==> src/rtl/fp_operand_assembler.sv <==
// Byte-serial operand assembler: packs DATA_W-bit bytes into NUM_WORDS words and
// hands complete bundles downstream, with one extra bundle held while stalled.
module fp_operand_assembler #(
  parameter int DATA_W         = 8,
  parameter int BYTES_PER_WORD = 4,
  parameter int NUM_WORDS      = 2,
  parameter int MSB_FIRST      = 1
) (
  input  logic                                         clk,
  input  logic                                         reset,
  input  logic [DATA_W-1:0]                            din,
  input  logic                                         din_valid,
  output logic                                         in_ready,
  input  logic                                         frame_clr,
  output logic [NUM_WORDS*BYTES_PER_WORD*DATA_W-1:0]   operands,
  output logic                                         out_valid,
  input  logic                                         out_ready,
  output logic [$clog2(NUM_WORDS*BYTES_PER_WORD+1)-1:0] byte_cnt,
  output logic                                         overrun
);

  localparam int W     = DATA_W * BYTES_PER_WORD;
  localparam int TOTAL = NUM_WORDS * BYTES_PER_WORD;
  localparam int OPW   = NUM_WORDS * W;
  localparam int CW    = $clog2(TOTAL + 1);
  localparam logic [CW-1:0] LAST = CW'(TOTAL - 1);

  // Handshakes: a byte moves when din_valid && in_ready; a bundle moves when
  // out_valid && out_ready. Neither ready depends on its own valid.

  logic [OPW-1:0] collect;
  logic [OPW-1:0] coll_ins;
  logic           pending;
  logic           accept;
  logic           last_byte;
  logic           slot_free;

  // Bit offset of frame byte i inside the bundle; word 0 sits at the top.
  function automatic int byte_off(input int i);
    int k;
    int p;
    int lane;
    k    = i / BYTES_PER_WORD;
    p    = i % BYTES_PER_WORD;
    lane = (MSB_FIRST != 0) ? (BYTES_PER_WORD - 1 - p) : p;
    return (NUM_WORDS - 1 - k) * W + lane * DATA_W;
  endfunction

  assign in_ready  = !pending;
  assign accept    = din_valid && in_ready && !frame_clr;
  assign last_byte = (byte_cnt == LAST);
  assign slot_free = !out_valid || out_ready;

  always_comb begin
    coll_ins = collect;
    for (int i = 0; i < TOTAL; i++) begin
      if (byte_cnt == CW'(i)) coll_ins[byte_off(i) +: DATA_W] = din;
    end
  end

  always_ff @(posedge clk) begin
    if (!reset) begin
      operands  <= '0;
      out_valid <= 1'b0;
      byte_cnt  <= '0;
      overrun   <= 1'b0;
      pending   <= 1'b0;
      collect   <= '0;
    end else begin
      if (out_valid && out_ready) out_valid <= 1'b0;
      if (frame_clr) begin
        byte_cnt <= '0;
        pending  <= 1'b0;
        overrun  <= 1'b0;
        collect  <= '0;
      end else begin
        if (pending && out_ready) begin
          operands  <= collect;
          out_valid <= 1'b1;
          pending   <= 1'b0;
        end
        if (accept) begin
          collect <= coll_ins;
          if (last_byte) begin
            byte_cnt <= '0;
            // A free slot takes the bundle directly; otherwise park it.
            if (slot_free) begin
              operands  <= coll_ins;
              out_valid <= 1'b1;
            end else begin
              pending <= 1'b1;
            end
          end else begin
            byte_cnt <= byte_cnt + CW'(1);
          end
        end else if (din_valid) begin
          overrun <= 1'b1;
        end
      end
    end
  end

endmodule
==> config.mk <==
export PLATFORM = sky130hd
export DESIGN_NAME = fp_operand_assembler
export DESIGN_NICKNAME = d
export VERILOG_FILES = /design/src/rtl/fp_operand_assembler.sv
export SDC_FILE = /design/constraint.sdc
export NUM_CORES = 1
export LEC_CHECK = 0
export BUFFER_PORTS_ARGS = -buffer_cell sky130_fd_sc_hd__buf_4
export CAP_MARGIN = 30
export CORE_MARGIN = 2
export CORE_UTILIZATION = 60
export CTS_CLUSTER_DIAMETER = 150
export CTS_CLUSTER_SIZE = 14
export DETAILED_ROUTE_END_ITERATION = 7
export PLACE_DENSITY_LB_ADDON = 0.05
export SKIP_LAST_GASP = 1
export SLEW_MARGIN = 40
export SYNTH_ARGS = -nofsm -noshare
export SYNTH_HDL_FRONTEND = slang
export SYNTH_SLANG_ARGS = --single-unit
==> constraint.sdc <==
create_clock -name clk -period 4 [get_ports clk]
set_input_delay 1.2 -clock clk [delete_from_list [all_inputs] [get_ports clk]]
set_output_delay 1.2 -clock clk [all_outputs]
set_load 0.02 [all_outputs]
# == Word level (Yosys, flattened, before mapping) ==
# Cells that the tools add are included.
# word_totals
reg_bits,135
input_bits,13
out_inout_bits,71
wordCells,50
# op_classes
addsub,1
eq_ne,7
n_mux,23
n_bitwise,2
reduce_logical,11
# ops
operator,count
$mux 64,4
$mux 8,8
$eq 4x3->1 const B,4
$mux 1,10
$eq 4x2->1 const B,2
$add 4x1->4 const B,1
$eq 4x1->1 const B,1
$logic_and 1x1->1,4
$logic_not 4->1,1
$mux 4,1
$logic_not 1->1,3
$not 1->1,2
$reduce_and 2->1,1
$reduce_or 2->1,1
$logic_or 1x1->1,1

# == Longest topological paths before layout ==
# logic_depth
word_depth,7
mapped_depth,8
ltp_nobuf,6

# == Worst setup path before layout ==
# No wires, ideal clock.
# synth_path
path_type,input port to flip-flop
startpoint,input port out_ready
endpoint,register operands[13]
arrival_ps,2264
required_ps,3913
path_slack_ps,1649
stages,6
n_path_buf,2
cell_sequence,nand2b_1 a311oi_4 buf_6 buf_8 a22oi_2 o31ai_1
# synth_via
elab_chain_len,5
word_cells_on_any_way,6
# synth_rtl
element,line,text
"start, declared",17,"input logic out_ready,"
$logic_and 1x1->1,77,if (pending && out_ready) begin
$mux 64,77,
$mux 64,87,if (slot_free) begin
$mux 64,84,if (last_byte) begin
$mux 64 *,82,if (accept) begin
"end signal, assigned",78,operands <= collect;
"end signal, assigned",88,operands <= coll_ins;
"end, declared",15,"output logic [NUM_WORDS*BYTES_PER_WORD*DATA_W-1:0] operands,"
# Mark *: on every way between the ends. The rest lies on a longest branch, timed or not.
# A chain may end at the register's enable or synchronous reset.

# == Final worst setup path ==
# layout_path
startpoint,input port frame_clr
endpoint,register operands[36]
# layout_via
elab_chain_len,3
# layout_rtl
element,line,text
"start, declared",14,"input logic frame_clr,"
$logic_not 1->1,50,assign accept = din_valid && in_ready && !frame_clr;
$logic_and 1x1->1,50,
$mux 64,82,
# Several ways; a longest one is shown, not always the timed one.

==> qor.csv <==
metric;value;unit
worst slack at placement;0.601;ns
final non-filler cell total;782;
final setup vio count;0;
Root Driver;clkbuf_8;
worst skew pair latency;0.52;ns
Max Transition Viols Final;0;
clock share of power;0.535;
Yosys top cell by area;dfxtp_1;
Post-Synth XOR/XNOR Area;0.00158;
Max Clk Rate;342;MHz
Slew HR;0.482;
post-CTS setup buffers;0;
Final Hold Fails;0;
DRT antenna net count;0;
Post-CTS Resized;0;
DRT iter0 DRCs;345;
CTS tree;done;
fraction of layout cells with a size suffix above 1;0.198;
top cells by area, synth;dfxtp_1 (49%), nand2_1 (6.8%), mux2i_1 (6.3%);
worst-path fanout max;30;
Core ar.;9110;um^2
synth unique cells;46;
boundary pin count;84;
RSZ-0062 raised after global routing;no;
Placed Cells;751;
Syn-to-layout area delta;21.7;%
Compound-Gate Fraction of Synth Area;0.200;
cts bufs inserted;17;
worst hold path class;reg2reg;
NetSw;0.000667;W
Synth Register Bits;135;
Power Dens Cells;468;nW/um^2
gr usage total;0.303;
startpoint types;primary input;
Worst Max-Slew Pin Slew;0.777;ns
clk sink count;135;
Util after Layout;0.740;
simple-gate share of the synthesized area;0.187;
Setup TNS Final;0;ns
Internal Power;0.00249;W
adder-cell share of the synthesized area;0.00904;
Syn Nets;617;
gpl congestion;0.853;
main combinational cell family by area after synthesis;compound AO/OA/AOI/OAI gates;
most numerous cell in the Yosys netlist;dfxtp_1;
Post-synth EDFFs;0;
hold path startpoint;collect[31];
routed length per instance;18.9;um
port bufs;83;
Post-DP HPWL;8990;um
first-pass GRT wire length;23500;um
fin area;6740;um^2
maximum buffer depth of the clock tree;2;
Die Y;100;um
global route overflow;0;
CP Capture Type;flip-flop;
DRC;0;
Synth warnings;0;
vias in the first global route;4504;
Post-Syn Instances;600;
WS Path Type;in2reg;
LEAKAGE;2.67;nW
Clock transition at path regs;0.06;ns
initial antenna violation count;0;
H-tree levels;4;
Placed Area;6090;um^2
ys async rst share;0;
Synth Area per Inst;9.23;um^2
post-route worst setup slack;1.08;ns
first-pass detailed-route iteration total;8;
status;finished, final reports clean;
Antenna diodes;0;
die area;10000;um^2
row cnt;35;
Crit. Startpoint;frame_clr;
CP required;4.45;ns
hold_buf cts;0;
Vias/cell;6.14;
chip width;100;um
final worst-path cycle share;0.730;
routed via count;4798;
fin crit period;2.92;ns
Yosys top cell area share;0.488;
final wirelength;14800;um
combinational share of power;0.035;
RR Startpoint;byte_cnt[1];
nets;676;
Peak VDD IR;310;uV
Synth Flop Type;dfxtp_1;
max-cap violation count;0;
mux cell area share after synthesis;0.0633;
CP arrival;3.37;ns
largest net degree at the start of global routing;40;
Sw Ratio;0.211;
commonest cells in the netlist;dfxtp_1 (135), nand2_1 (101), a21oi_1 (42);
Fin Clk Skew;0.00909;ns
Synth Cell Area;5540;um^2
Seq pwr share;0.430;
register area share after synthesis;0.488;
Initial Util;0.608;
reg2reg setup slack;1.33;ns
[cells by family after synthesis]
group           Yosys count
simple gates            221
compound gates          149
buf+inv                  55
mux                      35
fa+ha+maj                 4
flops                   135
xor+xnor                  1
[layer usage]
layer  track usage  vias to the layer above  routed length (um)
met2         0.494                      201                7240
met1         0.397                     2317                6330
met4         0.111                        0                 302
met5             0                        -                   0
li1              -                     2257                   -
met3        0.0655                       23                 906
[cell usage in the layout, fill, tap and decap left out, types with 2 or more instances in the layout]
cell type	instances
a211oi_1	14
a21oi_1	42
a21oi_2	2
a221o_1	13
a22o_1	28
a22oi_1	2
a31oi_1	8
a32o_1	7
and2_0	13
and3_1	9
buf_4	91
bufinv_16	5
clkbuf_16	16
clkbuf_8	3
clkinv_2	3
clkinv_4	2
dfxtp_1	135
ha_1	4
inv_1	4
mux2i_1	35
nand2_1	100
nand2b_1	2
nand3_1	28
nand3b_1	4
nand4_1	3
nor2_1	38
nor2_2	2
nor2b_1	8
nor3b_1	4
o21ai_0	11
o221a_1	4
o22a_1	6
o31ai_1	7
[critical path: stages]
cell and delay [ns]:
buf_4 0.21, and4bb_1 0.76, nand3_4 0.47, a21oi_2 0.27, buf_4 0.28, a22o_1 0.17
[metrics by stage]
step,total power (W),hold slack [ns]
finish,0.00315,0.457
floorplan,0.00145,0.436
global placement,0.00149,0.442
global route,0.00324,0.470
detailed placement,0.00149,0.447
CTS,0.00316,0.455
[path summary, 6_finish.rpt]
| path | to | depth (start not counted) |
|---|---|---|
| max | operands[36] | 6 |
| min | collect[31] | 2 |
| max reg2reg | operands[36] | 6 |
| min reg2reg | collect[31] | 2 |
[registers in the layout, summed over array words and instances, names as in the netlist]
| signal | cells |
|---|---|
| collect | 64 |
| overrun | 1 |
| pending | 1 |
| operands | 64 |
| out_valid | 1 |
| byte_cnt | 4 |
[power by group through the flow]
stage	clock, W	combinational, W	sequential, W
2_1_floorplan	0	0.0000696	0.00138
3_3_place_gp	0	0.000104	0.00138
3_5_place_dp	0	0.000106	0.00139
4_1_cts	0.00170	0.000108	0.00136
5_1_grt	0.00176	0.000116	0.00136
6_report	0.00169	0.000110	0.00136
[cell type report]
class / instances / area [um^2]
inverters: 4 / 15.0
clock buffers: 19 / 442
clock inverters: 12 / 199
flip-flops and latches: 135 / 2700
multi-input cells: 410 / 2560
fillers: 713 / 2370
well taps: 111 / 139
repair buffers: 91 / 683
(Power assumes the default switching activity.)
